==> src/rtl/falling_objects_ctrl.sv <==
// Falling-object slot manager: frame-timed spawning at grid-aligned X, per-frame fall,
// hit kill from the collision matrix, and a registered priority-resolved pixel request.

module falling_objects_slot #(
   parameter int OBJ_W      = 28,
   parameter int OBJ_H      = 58,
   parameter int SCREEN_H   = 480,
   parameter int FRAC_BITS  = 6,
   parameter int FALL_SPEED = 100,
   localparam int PW        = 11 + FRAC_BITS
) (
   input  logic               clk,
   input  logic               resetN,
   input  logic               kill,
   input  logic               move,
   input  logic               spawn,
   input  logic signed [11:0] spawnPosX,
   input  logic [10:0]        pixelX,
   input  logic [10:0]        pixelY,
   output logic               alive,
   output logic               hit,
   output logic [10:0]        offX,
   output logic [10:0]        offY
);
   localparam logic signed [PW-1:0] SPAWN_Y = PW'(-OBJ_H * (2 ** FRAC_BITS));
   localparam logic signed [10:0]   LIM_Y   = 11'(SCREEN_H);

   logic signed [11:0]   posX;
   logic signed [PW-1:0] posY;
   logic signed [10:0]   pixY;
   logic signed [12:0]   ox, oy, px, py;

   assign pixY = posY[PW-1:FRAC_BITS];
   assign ox   = 13'(posX);
   assign oy   = 13'(pixY);
   assign px   = {2'b00, pixelX};
   assign py   = {2'b00, pixelY};
   assign hit  = alive && (px >= ox) && (px < ox + 13'(OBJ_W))
                       && (py >= oy) && (py < oy + 13'(OBJ_H));
   assign offX = pixelX - posX[10:0];
   assign offY = pixelY - pixY;

   // Kill outranks motion; spawn only ever targets a free slot.
   always_ff @(posedge clk or negedge resetN)
      if (!resetN) begin
         alive <= 1'b0;
         posX  <= '0;
         posY  <= '0;
      end else if (kill) begin
         alive <= 1'b0;
      end else if (move && alive) begin
         if (pixY > LIM_Y) alive <= 1'b0;
         else              posY  <= posY + PW'(FALL_SPEED);
      end else if (spawn) begin
         alive <= 1'b1;
         posX  <= spawnPosX;
         posY  <= SPAWN_Y;
      end
endmodule

module falling_objects_ctrl #(
   parameter int          NUM_OBJ    = 8,
   parameter int          OBJ_W      = 28,
   parameter int          OBJ_H      = 58,
   parameter int          SCREEN_W   = 640,
   parameter int          SCREEN_H   = 480,
   parameter int          FRAC_BITS  = 6,
   parameter int          FALL_SPEED = 100,
   parameter int          SPAWN_WAIT = 100,
   parameter int          GRID       = 64,
   parameter logic [15:0] LFSR_SEED  = 16'hACE1,
   localparam int         IW = (NUM_OBJ > 1) ? $clog2(NUM_OBJ) : 1,
   localparam int         CW = $clog2(NUM_OBJ + 1)
) (
   input  logic               clk,
   input  logic               resetN,
   input  logic               startOfFrame,
   input  logic [10:0]        pixelX,
   input  logic [10:0]        pixelY,
   input  logic signed [10:0] spawnX,
   input  logic [CW-1:0]      activeLimit,
   input  logic               pause,
   input  logic               collisionIn,
   output logic               drawingRequest,
   output logic [10:0]        offsetX,
   output logic [10:0]        offsetY,
   output logic [IW-1:0]      objIndex,
   output logic [CW-1:0]      activeCount,
   output logic               hitPulse
);
   localparam int          TW        = (SPAWN_WAIT > 0) ? $clog2(SPAWN_WAIT + 1) : 1;
   localparam logic [15:0] LFSR_TAPS = 16'hB400;

   logic [NUM_OBJ-1:0]        alive, hitv, killv, spawnv;
   logic [NUM_OBJ-1:0][10:0]  offXv, offYv;
   logic [TW-1:0]             timer;
   logic [15:0]               lfsr;
   logic                      move, spawnOk, kill, freeFound, selHit;
   logic [IW-1:0]             freeIdx, selIdx;
   logic [CW-1:0]             popCnt;
   logic [10:0]               selOffX, selOffY;
   logic signed [11:0]        spawnSum, spawnWrap, spawnPos;

   // Guard on alive: the registered request still shows a just-killed slot for a cycle.
   assign kill    = collisionIn & drawingRequest & alive[objIndex];
   assign move    = startOfFrame & ~pause;
   assign spawnOk = move & (timer == '0) & freeFound & (activeCount < activeLimit);

   always_comb begin
      spawnSum  = 12'(spawnX) + $signed({3'b000, lfsr[8:0]});
      spawnWrap = spawnSum;
      if (spawnSum < 0)                    spawnWrap = spawnSum + 12'(SCREEN_W);
      else if (spawnSum >= 12'(SCREEN_W))  spawnWrap = spawnSum - 12'(SCREEN_W);
      spawnPos = spawnWrap;
      if (spawnWrap < 0)                          spawnPos = '0;
      else if (spawnWrap > 12'(SCREEN_W - GRID))  spawnPos = 12'(SCREEN_W - GRID);
      spawnPos = spawnPos & ~12'(GRID - 1);
   end

   for (genvar g = 0; g < NUM_OBJ; g++) begin : g_slot
      assign killv[g]  = kill    && (objIndex == IW'(g));
      assign spawnv[g] = spawnOk && (freeIdx  == IW'(g));
      falling_objects_slot #(
         .OBJ_W(OBJ_W), .OBJ_H(OBJ_H), .SCREEN_H(SCREEN_H),
         .FRAC_BITS(FRAC_BITS), .FALL_SPEED(FALL_SPEED)
      ) u_slot (
         .clk(clk), .resetN(resetN), .kill(killv[g]), .move(move), .spawn(spawnv[g]),
         .spawnPosX(spawnPos), .pixelX(pixelX), .pixelY(pixelY),
         .alive(alive[g]), .hit(hitv[g]), .offX(offXv[g]), .offY(offYv[g])
      );
   end

   // Descending scan so the lowest index is the last (winning) assignment.
   always_comb begin
      selHit    = 1'b0;
      selIdx    = '0;
      selOffX   = '0;
      selOffY   = '0;
      freeFound = 1'b0;
      freeIdx   = '0;
      popCnt    = '0;
      for (int i = NUM_OBJ - 1; i >= 0; i--) begin
         if (hitv[i]) begin
            selHit  = 1'b1;
            selIdx  = IW'(i);
            selOffX = offXv[i];
            selOffY = offYv[i];
         end
         if (!alive[i]) begin
            freeFound = 1'b1;
            freeIdx   = IW'(i);
         end
         popCnt = popCnt + CW'(alive[i]);
      end
   end

   always_ff @(posedge clk or negedge resetN)
      if (!resetN) begin
         drawingRequest <= 1'b0;
         offsetX        <= '0;
         offsetY        <= '0;
         objIndex       <= '0;
         activeCount    <= '0;
         hitPulse       <= 1'b0;
         timer          <= TW'(SPAWN_WAIT);
         lfsr           <= LFSR_SEED;
      end else begin
         drawingRequest <= selHit;
         offsetX        <= selOffX;
         offsetY        <= selOffY;
         objIndex       <= selIdx;
         activeCount    <= popCnt;
         hitPulse       <= kill;
         lfsr           <= (lfsr >> 1) ^ (lfsr[0] ? LFSR_TAPS : 16'h0000);
         if (move) timer <= (timer == '0) ? TW'(SPAWN_WAIT) : timer - TW'(1);
      end
endmodule
==> config.mk <==
export PLATFORM = sky130hd
export DESIGN_NAME = falling_objects_ctrl
export DESIGN_NICKNAME = d
export VERILOG_FILES = /design/src/rtl/falling_objects_ctrl.sv
export SDC_FILE = /design/constraint.sdc
export NUM_CORES = 1
export LEC_CHECK = 0
export BUFFER_PORTS_ARGS = -buffer_cell sky130_fd_sc_hd__buf_2
export CORE_MARGIN = 2
export CORE_UTILIZATION = 45
export CTS_CLUSTER_DIAMETER = 40
export DETAILED_ROUTE_END_ITERATION = 12
export GPL_TIMING_DRIVEN = 1
export RECOVER_POWER = 50
export SYNTH_ARGS = -nofsm -noshare
export SYNTH_HDL_FRONTEND = slang
export SYNTH_SLANG_ARGS = --single-unit
==> constraint.sdc <==
create_clock -name clk -period 4.6 [get_ports clk]
set_input_delay 0.46 -clock clk [delete_from_list [all_inputs] [get_ports clk]]
set_output_delay 0.46 -clock clk [all_outputs]
set_load 0.01 [all_outputs]
==> results of run 1 <==
## power groups by stage
| stage | Sequential [W] | Combinational [W] | Clock (W) |
|---|---|---|---|
| 6_report | 0.00251 | 0.00262 | 0.00379 |
| 5_1_grt | 0.00254 | 0.00293 | 0.00394 |
| 4_1_cts | 0.00250 | 0.00260 | 0.00384 |
| 3_5_place_dp | 0.00253 | 0.00257 | 0 |
| 3_3_place_gp | 0.00252 | 0.00253 | 0 |
| 2_1_floorplan | 0.00239 | 0.00186 | 0 |
## synthesized netlist by cell type, types with 9 or more instances
cell                        count  area [µm²]
sky130_fd_sc_hd__or3_1         22         138
sky130_fd_sc_hd__nor3_1        58         290
sky130_fd_sc_hd__nand3_1       85         425
sky130_fd_sc_hd__a21o_1        45         338
sky130_fd_sc_hd__inv_1        193         724
sky130_fd_sc_hd__and3_1        35         219
sky130_fd_sc_hd__or2_2         14        87.6
sky130_fd_sc_hd__a31oi_1       21         131
sky130_fd_sc_hd__ha_1         258        3230
sky130_fd_sc_hd__o21a_1        16         120
sky130_fd_sc_hd__dfstp_2       11         289
sky130_fd_sc_hd__o21ai_1        9        45.0
sky130_fd_sc_hd__a21oi_1      120         601
sky130_fd_sc_hd__nor4_1        25         156
sky130_fd_sc_hd__fa_1          21         420
sky130_fd_sc_hd__nor2b_1       34         213
sky130_fd_sc_hd__buf_2         11        55.1
sky130_fd_sc_hd__mux2i_1       15         150
sky130_fd_sc_hd__clkbuf_1      44         165
sky130_fd_sc_hd__a211oi_1      23         173
sky130_fd_sc_hd__xor2_1        57         499
sky130_fd_sc_hd__dfrtp_1      211        5280
sky130_fd_sc_hd__nand2b_1      24         150
sky130_fd_sc_hd__nand2_1      259         972
sky130_fd_sc_hd__o2111ai_1     14         123
sky130_fd_sc_hd__and2_1        20         125
sky130_fd_sc_hd__xnor2_1      168        1470
sky130_fd_sc_hd__nand3b_1      17         128
sky130_fd_sc_hd__o211ai_1      22         165
sky130_fd_sc_hd__nor2_1       184         691
sky130_fd_sc_hd__nand4_1       52         325
sky130_fd_sc_hd__o21ai_0      141         706
## worst register-to-register path, delay by kind of cell (launching register included)
kind                     cells  cell delay (ps)
adder cells (fa/ha/maj)      2              570
XOR/XNOR                     1              120
flip-flops                   1              470
AND/OR/NAND/NOR              6             1480
AO/OA/AOI/OAI                6             1280
buffers and inverters        1              210
## kinds of logic (layout without fill, tap and decap cells)
kind of cell,Yosys count,in the layout,synth area share (%)
simple gates,901,901,22.3
xor+xnor,225,225,9.58
compound gates,531,531,17.1
mux,25,25,1.39
other cells,0,2,0
flops,222,222,27.1
buf+inv,254,426,4.72
fa+ha+maj,279,279,17.7
## per-stage QoR
step	area, µm²	utilization [%]	total power [W]	hold slack [ps]
detailed placement	21900	48.4	0.00510	342
floorplan	20600	-	0.00425	164
CTS	23700	52.4	0.00894	154
finish	23700	52.3	0.00892	179
global route	23700	52.3	0.00941	179
global placement	21900	48.4	0.00504	339
## worst max-delay path by stage
stage | cells after the start | to | slack [ps] | from
final | 16 | offsetY[6] | 330 | g_slot[3].u_slot.posY[7]
after global routing | 15 | offsetY[3] | 60 | g_slot[3].u_slot.posY[7]
after CTS | 15 | offsetY[3] | 180 | g_slot[3].u_slot.posY[7]
after detailed placement | 15 | offsetX[6] | 210 | g_slot[3].u_slot.posY[7]
after global placement | 15 | offsetY[3] | 180 | g_slot[3].u_slot.posY[7]
after floorplan | 15 | offsetY[3] | 1000 | g_slot[3].u_slot.posY[7]
## timing repair
action | in CTS | in global routing
resized for setup | 0 | 1
hold endpoints to repair | 37 | 0
hold buffers | 1 | 0
setup endpoints to repair | 0 | 15
## registers in the layout, indices dropped and copies added, names as in the netlist
name	flops
hitPulse	1
g_slot.u_slot.posY	120
drawingRequest	1
offsetX	11
objIndex	3
activeCount	4
g_slot.u_slot.alive	8
lfsr	16
timer	7
g_slot.u_slot.posX	40
offsetY	11
## layer usage
layer / share of wire (%) / GRT usage (%) / vias up
met5: 0 / 0 / -
met1: 45 / 43.2 / 9361
met4: 3.3 / 10.3 / 0
li1: - / - / 9007
met3: 6.8 / 4.95 / 136
met2: 45 / 49.5 / 651
## area by class of cell
| cell class | count | area, µm² |
|---|---|---|
| multi-input combinational | 1961 | 14000 |
| antenna | 2 | 5.00 |
| clock inverter | 31 | 417 |
| tap | 600 | 751 |
| fill | 4284 | 21600 |
| sequential | 222 | 5570 |
| timing repair buffer | 137 | 807 |
| inverter | 198 | 743 |
| clock buffer | 60 | 1370 |
==> metrics.log, run 1 <==
INFO  metric timing.hold.worst.start = pixelX[2]
INFO  metric total_instance_count_after_detailed_placement = 3117
INFO  metric maximum_clock_frequency = 234 MHz
INFO  metric design.core.area = 0.0453 mm²
INFO  metric postRouteWirelength = 73800 µm
INFO  metric placement.io_buffers = 72
INFO  metric globalRouteOverflowTotal = 0
INFO  metric r2r-start = g_slot[3].u_slot.posY[7]
INFO  metric h_tree_levels = 2
INFO  metric netlist_instances = 2437
INFO  metric static_leakage = 10.7 nW
INFO  metric cp_max_fo = 7
INFO  metric final_cells = 3211
INFO  metric fp.dieArea = 0.0474 mm²
INFO  metric slew_viol_final = 105
INFO  metric remaining_drc_errors = 0
INFO  metric grt_usage = 31.2%
INFO  metric grt_pass1_wl = 111000 µm
INFO  metric slowest_delay = 530 ps
INFO  metric ys.flop_type = sky130_fd_sc_hd__dfrtp_1
INFO  metric max-cap-violations = 1
INFO  metric areaGrowthSynthToFinish = 15.2%
INFO  metric worst_hold_path_type = input pin to flip-flop
INFO  metric clock_sink_count = 222
INFO  metric path_delay_family = simple AND/OR/NAND/NOR gates
INFO  metric gp_congestion = 0.969
INFO  metric layout.cells.most_common = sky130_fd_sc_hd__nand2_1
INFO  metric via_count = 19.2k
INFO  metric p_sw_share = 35.2%
INFO  metric tritoncts = yes
INFO  metric ff2ff_setup_slack = 330 ps
INFO  metric pwr-share-comb = 29.4%
INFO  metric cp.arrival = 4700 ps
INFO  metric synth.yosys.warnings = 0
INFO  metric post_synth.cell_area_avg = 8.44 µm²
INFO  metric power.internal = 0.00577 W
INFO  metric period_needed = 4270 ps
INFO  metric whs_endpoint = offsetX[2]
INFO  metric clk_path_buf_depth = 3
INFO  metric grt_antenna_before_repair = 3
INFO  metric r2r.worst_path.cells = 16
INFO  metric timing.critical_path.required = 5030 ps
INFO  metric finalSetupViolCount = 0
INFO  metric finalClockSkew = 28.8 ps
INFO  metric syn_nets = 2758
INFO  metric core.rowCount = 78
INFO  metric ys_async_sr_fraction = 100%
INFO  metric synth_enable_flop_cells = 0
INFO  metric average_wire_per_cell_in_the_routed_design = 23.0 µm
INFO  metric drive_gt1_share = 10.4%
INFO  metric crit_path_cell_trace = ha_1 -> or4_1 -> nand2_1 -> xnor2_1 -> ha_1 -> nand4_1 -> o22ai_1 -> nor4_1 -> nand3_1 -> a2111oi_1 -> buf_4 -> nor2_1 -> o311ai_1 -> a21oi_1 -> a2111oi_1 -> a311oi_1
INFO  metric finalSetupTns = 0 ps
INFO  metric timing.final.ws_setup = 332 ps
INFO  metric initial_core_util = 45.4%
INFO  metric floorplan.io_pins = 73
INFO  metric place_hpwl = 57000 µm
INFO  metric status = complete, but fails checks
INFO  metric skew_pair_late_insertion_delay = 600 ps
INFO  metric yosysSeqAreaShare = 27.1%
INFO  metric min_path_cells = 2
INFO  metric net-switching-power = 0.00314 W
INFO  metric netlist_area_before_placement = 0.0206 mm²
INFO  metric start_kind = flip-flop
INFO  metric synth.ff_latch_count = 222
INFO  metric clk_transition_reported_paths = 50 ps
INFO  metric setup.worst_path.class = flip-flop to flip-flop
INFO  metric finalNetCount = 2890
INFO  metric post-route-period-util = 92.8%
INFO  metric die_x = 218 µm
INFO  metric finalHoldViolations = 0
INFO  metric clkPwrFrac = 42.5%
INFO  metric numCtsBuffers = 49
INFO  metric power_density = 376 mW/mm²
INFO  metric drt_first_iter_violations = 1605
INFO  metric ant_nets = 0
INFO  metric critical_path.slowest_cell = sky130_fd_sc_hd__nor4_1
INFO  metric drt_pass1_iterations = 7
INFO  metric synth.lib_cells_used.distinct = 100
INFO  metric endpoint_kind = flip-flop
INFO  metric slew_headroom = -93.5%
INFO  metric cts_root_buffer = sky130_fd_sc_hd__clkbuf_16
INFO  metric violations = capacitance limit, slew limit
INFO  metric postCtsSetupRepairBufs = 0
INFO  metric pre_cts_ws = 208 ps
INFO  metric capture_instance_of_the_worst_register_to_register_path = offsetY[6]
INFO  metric first_global_vias = 18.3k
INFO  metric pin_count_of_the_biggest_net_entering_global_routing = 105
INFO  metric mostFrequentLayoutCells = sky130_fd_sc_hd__nand2_1 (259), sky130_fd_sc_hd__ha_1 (258), sky130_fd_sc_hd__dfrtp_1 (211), sky130_fd_sc_hd__inv_1 (193), sky130_fd_sc_hd__nor2_1 (183)
INFO  metric timing_worst_slew_pin_value = 2900 ps
INFO  metric p_seq_share = 28.1%
INFO  metric vdd_ir_drop_max = 396 µV
INFO  metric dieHeight = 218 µm
INFO  metric unrepaired_setup_endpoints_after_global_routing = false
INFO  metric detail_route.vias_per_cell = 5.97
INFO  metric critical_path.n_buffers_inverters = 1
(Power assumes the default switching activity.)
==> run 2: changes to the inputs <==
- BUFFER_PORTS_ARGS: -buffer_cell sky130_fd_sc_hd__buf_2 -> -buffer_cell sky130_fd_sc_hd__clkbuf_2
- TNS_END_PERCENT: default -> 10
==> run 2 against run 1 <==
Net effect:
- the flow still finishes with violations (capacitance limit, slew limit)
- global-route usage down 1.3 points
- design area up 0.21%
- sequential power about the same
- critical path type unchanged
==> metrics.log, run 2 (synthesis results as in run 1) <==
INFO  metric cp.arrival = 4760 ps
INFO  metric final_cells = 3210
INFO  metric vdd_ir_drop_max = 313 µV
INFO  metric fin_worst_hold_slack = 180 ps
INFO  metric slew_viol_final = 119
INFO  metric layout.cells.most_common = sky130_fd_sc_hd__nand2_1
INFO  metric numCtsBuffers = 49
INFO  metric start_kind = flip-flop
INFO  metric cts_root_buffer = sky130_fd_sc_hd__clkbuf_16
INFO  metric grt_antenna_before_repair = 2
INFO  metric largest_registers_ranked_by_flip_flop_count = g_slot.u_slot.posY: 120 flops, g_slot.u_slot.posX: 40 flops, lfsr: 16 flops
INFO  metric average_wire_per_cell_in_the_routed_design = 22.3 µm
INFO  metric core.rowCount = 78
INFO  metric p_sw_share = 35.2%
INFO  metric drive_gt1_share = 11.5%
INFO  metric tritoncts = yes
INFO  metric totalPowerFinal = 0.00895 W
INFO  metric dieHeight = 218 µm
INFO  metric path_delay_family = simple AND/OR/NAND/NOR gates
INFO  metric clk_transition_reported_paths = 50 ps
INFO  metric slew_headroom = -59.1%
INFO  metric die_x = 218 µm
INFO  metric net-switching-power = 0.00315 W
INFO  metric worst_hold_path_type = input pin to flip-flop
INFO  metric endpoint_kind = flip-flop
INFO  metric ff2ff_setup_slack = 280 ps
INFO  metric detail_route.vias_per_cell = 5.90
INFO  metric drt_first_iter_violations = 1506
INFO  metric max-cap-violations = 1
INFO  metric grt_pass1_wl = 108000 µm
INFO  metric via_count = 19.0k
INFO  metric postCtsSetupRepairBufs = 0
INFO  metric clock_sink_count = 222
INFO  metric postRouteWirelength = 71500 µm
INFO  metric finalClockSkew = 18.1 ps
INFO  metric maximum_clock_frequency = 231 MHz
INFO  metric largest_register_ffs = 120
INFO  metric areaGrowthSynthToFinish = 15.4%
INFO  metric critical_path.slowest_cell = sky130_fd_sc_hd__a2111oi_1
INFO  metric unrepaired_setup_endpoints_after_global_routing = false
INFO  metric finalSetupViolCount = 0
INFO  metric finalCoreUtilization = 52.4%
INFO  metric p_seq_share = 28.0%
INFO  metric power.internal = 0.00580 W
INFO  metric cp_max_fo = 7
INFO  metric first_global_vias = 18.1k
INFO  metric pin_count_of_the_biggest_net_entering_global_routing = 103
INFO  metric timing.critical_path.required = 5030 ps
INFO  metric drt_pass1_iterations = 6
INFO  metric design.core.area = 0.0453 mm²
INFO  metric violations = capacitance limit, slew limit
INFO  metric antenna_cells = 0
INFO  metric static_leakage = 10.8 nW
INFO  metric largest-register = g_slot.u_slot.posY
INFO  metric pwr-share-comb = 29.2%
INFO  metric initial_core_util = 45.4%
INFO  metric power_density = 377 mW/mm²
INFO  metric setup.worst_path.class = flip-flop to flip-flop
INFO  metric timing_worst_slew_pin_value = 2390 ps
INFO  metric fp.dieArea = 0.0474 mm²
INFO  metric crit_path_frequent_cell = sky130_fd_sc_hd__ha_1
INFO  metric period_needed = 4320 ps
INFO  metric ant_nets = 0
INFO  metric mostFrequentLayoutCells = sky130_fd_sc_hd__nand2_1 (259), sky130_fd_sc_hd__ha_1 (258), sky130_fd_sc_hd__dfrtp_1 (211), sky130_fd_sc_hd__inv_1 (193), sky130_fd_sc_hd__nor2_1 (184)
INFO  metric finalSetupTns = 0 ps
INFO  metric slowest_delay = 580 ps
INFO  metric globalRouteOverflowTotal = 0
INFO  metric place_hpwl = 55000 µm
INFO  metric remaining_drc_errors = 0
INFO  metric h_tree_levels = 2
INFO  metric critical_path.n_buffers_inverters = 1
INFO  metric finalHoldViolations = 0
INFO  metric status = complete, but fails checks
INFO  metric floorplan.io_pins = 73
INFO  metric finalNetCount = 2891
INFO  metric crit_path_cell_trace = ha_1 -> or4_1 -> nand2_1 -> xnor2_1 -> ha_1 -> nand4_1 -> o22ai_1 -> nor4_1 -> nand3_1 -> a2111oi_2 -> buf_4 -> nor2_1 -> o311ai_1 -> a21oi_1 -> a2111oi_1 -> a311oi_1
INFO  metric placement.io_buffers = 72
INFO  metric gp_congestion = 1.04
INFO  metric post-route-period-util = 94.0%
INFO  metric clk_path_buf_depth = 3
INFO  metric grt_usage = 29.9%
INFO  metric clkPwrFrac = 42.8%
INFO  metric total_instance_count_after_detailed_placement = 3118
INFO  metric skew_pair_late_insertion_delay = 590 ps
run 2: cell count changes in the layout (fill, tap and decap cells not counted), moves of 2 or more:
cell / before / now
sky130_fd_sc_hd__diode_2: 2 / 0
sky130_fd_sc_hd__clkinv_2: 3 / 5
sky130_fd_sc_hd__clkbuf_1: 31 / 2
sky130_fd_sc_hd__clkinv_4: 4 / 6
sky130_fd_sc_hd__clkbuf_8: 8 / 3
sky130_fd_sc_hd__buf_2: 42 / 0
sky130_fd_sc_hd__clkbuf_2: 4 / 73
sky130_fd_sc_hd__inv_8: 0 / 3
run 2: per-layer routing:
layer	GRT usage (%)	routed length [µm]	share of wire, %	up-vias
li1	-	-	-	8983
met1	42.2	33100	46	9168
met2	46.3	31000	43	665
met3	4.14	4650	6.5	134
met4	11.6	2740	3.8	2
met5	0	13	0.018	-
run 2: through the flow:
stage | setup slack, ps | area (µm²)
6_report | 275 | 23700
5_1_grt | 86.7 | 23700
4_1_cts | 298 | 23800
3_5_place_dp | 305 | 22000
3_3_place_gp | 400 | 22000
2_1_floorplan | 999 | 20600
run 2: final cells by class:
class | count | area, µm²
clock buffer | 55 | 1320
clock inverter | 36 | 472
fill | 4280 | 21600
inverter | 198 | 743
multi-input combinational | 1961 | 14000
sequential | 222 | 5570
tap | 600 | 751
timing repair buffer | 138 | 852
run 2: path summary, 6_finish.rpt:
check                                          from                       end  cells after the start
min reg2reg                                 lfsr[9]                   lfsr[8]                      0
min                                       pixelX[4]                offsetX[4]                      2
max                        g_slot[3].u_slot.posY[7]                offsetY[6]                     16
max reg2reg                g_slot[3].u_slot.posY[7]                offsetY[6]                     16
min in group asynchronous                    resetN  g_slot[4].u_slot.posY[9]                      2
max in group asynchronous                    resetN  g_slot[6].u_slot.posX[7]                      3
run 2: power groups by stage:
stage | clock (W) | sequential, W | combinational [W]
2_1_floorplan | 0 | 0.00239 | 0.00186
3_3_place_gp | 0 | 0.00252 | 0.00251
5_1_grt | 0.00397 | 0.00253 | 0.00292
6_report | 0.00383 | 0.00250 | 0.00261
3_5_place_dp | 0 | 0.00253 | 0.00256
4_1_cts | 0.00388 | 0.00250 | 0.00259
run 2: what timing repair did:
item | CTS | global route
endpoints found under the setup margin | 0 | 1
resized for setup | 0 | 1
hold buffers | 1 | 0
hold endpoints to repair | 39 | 0
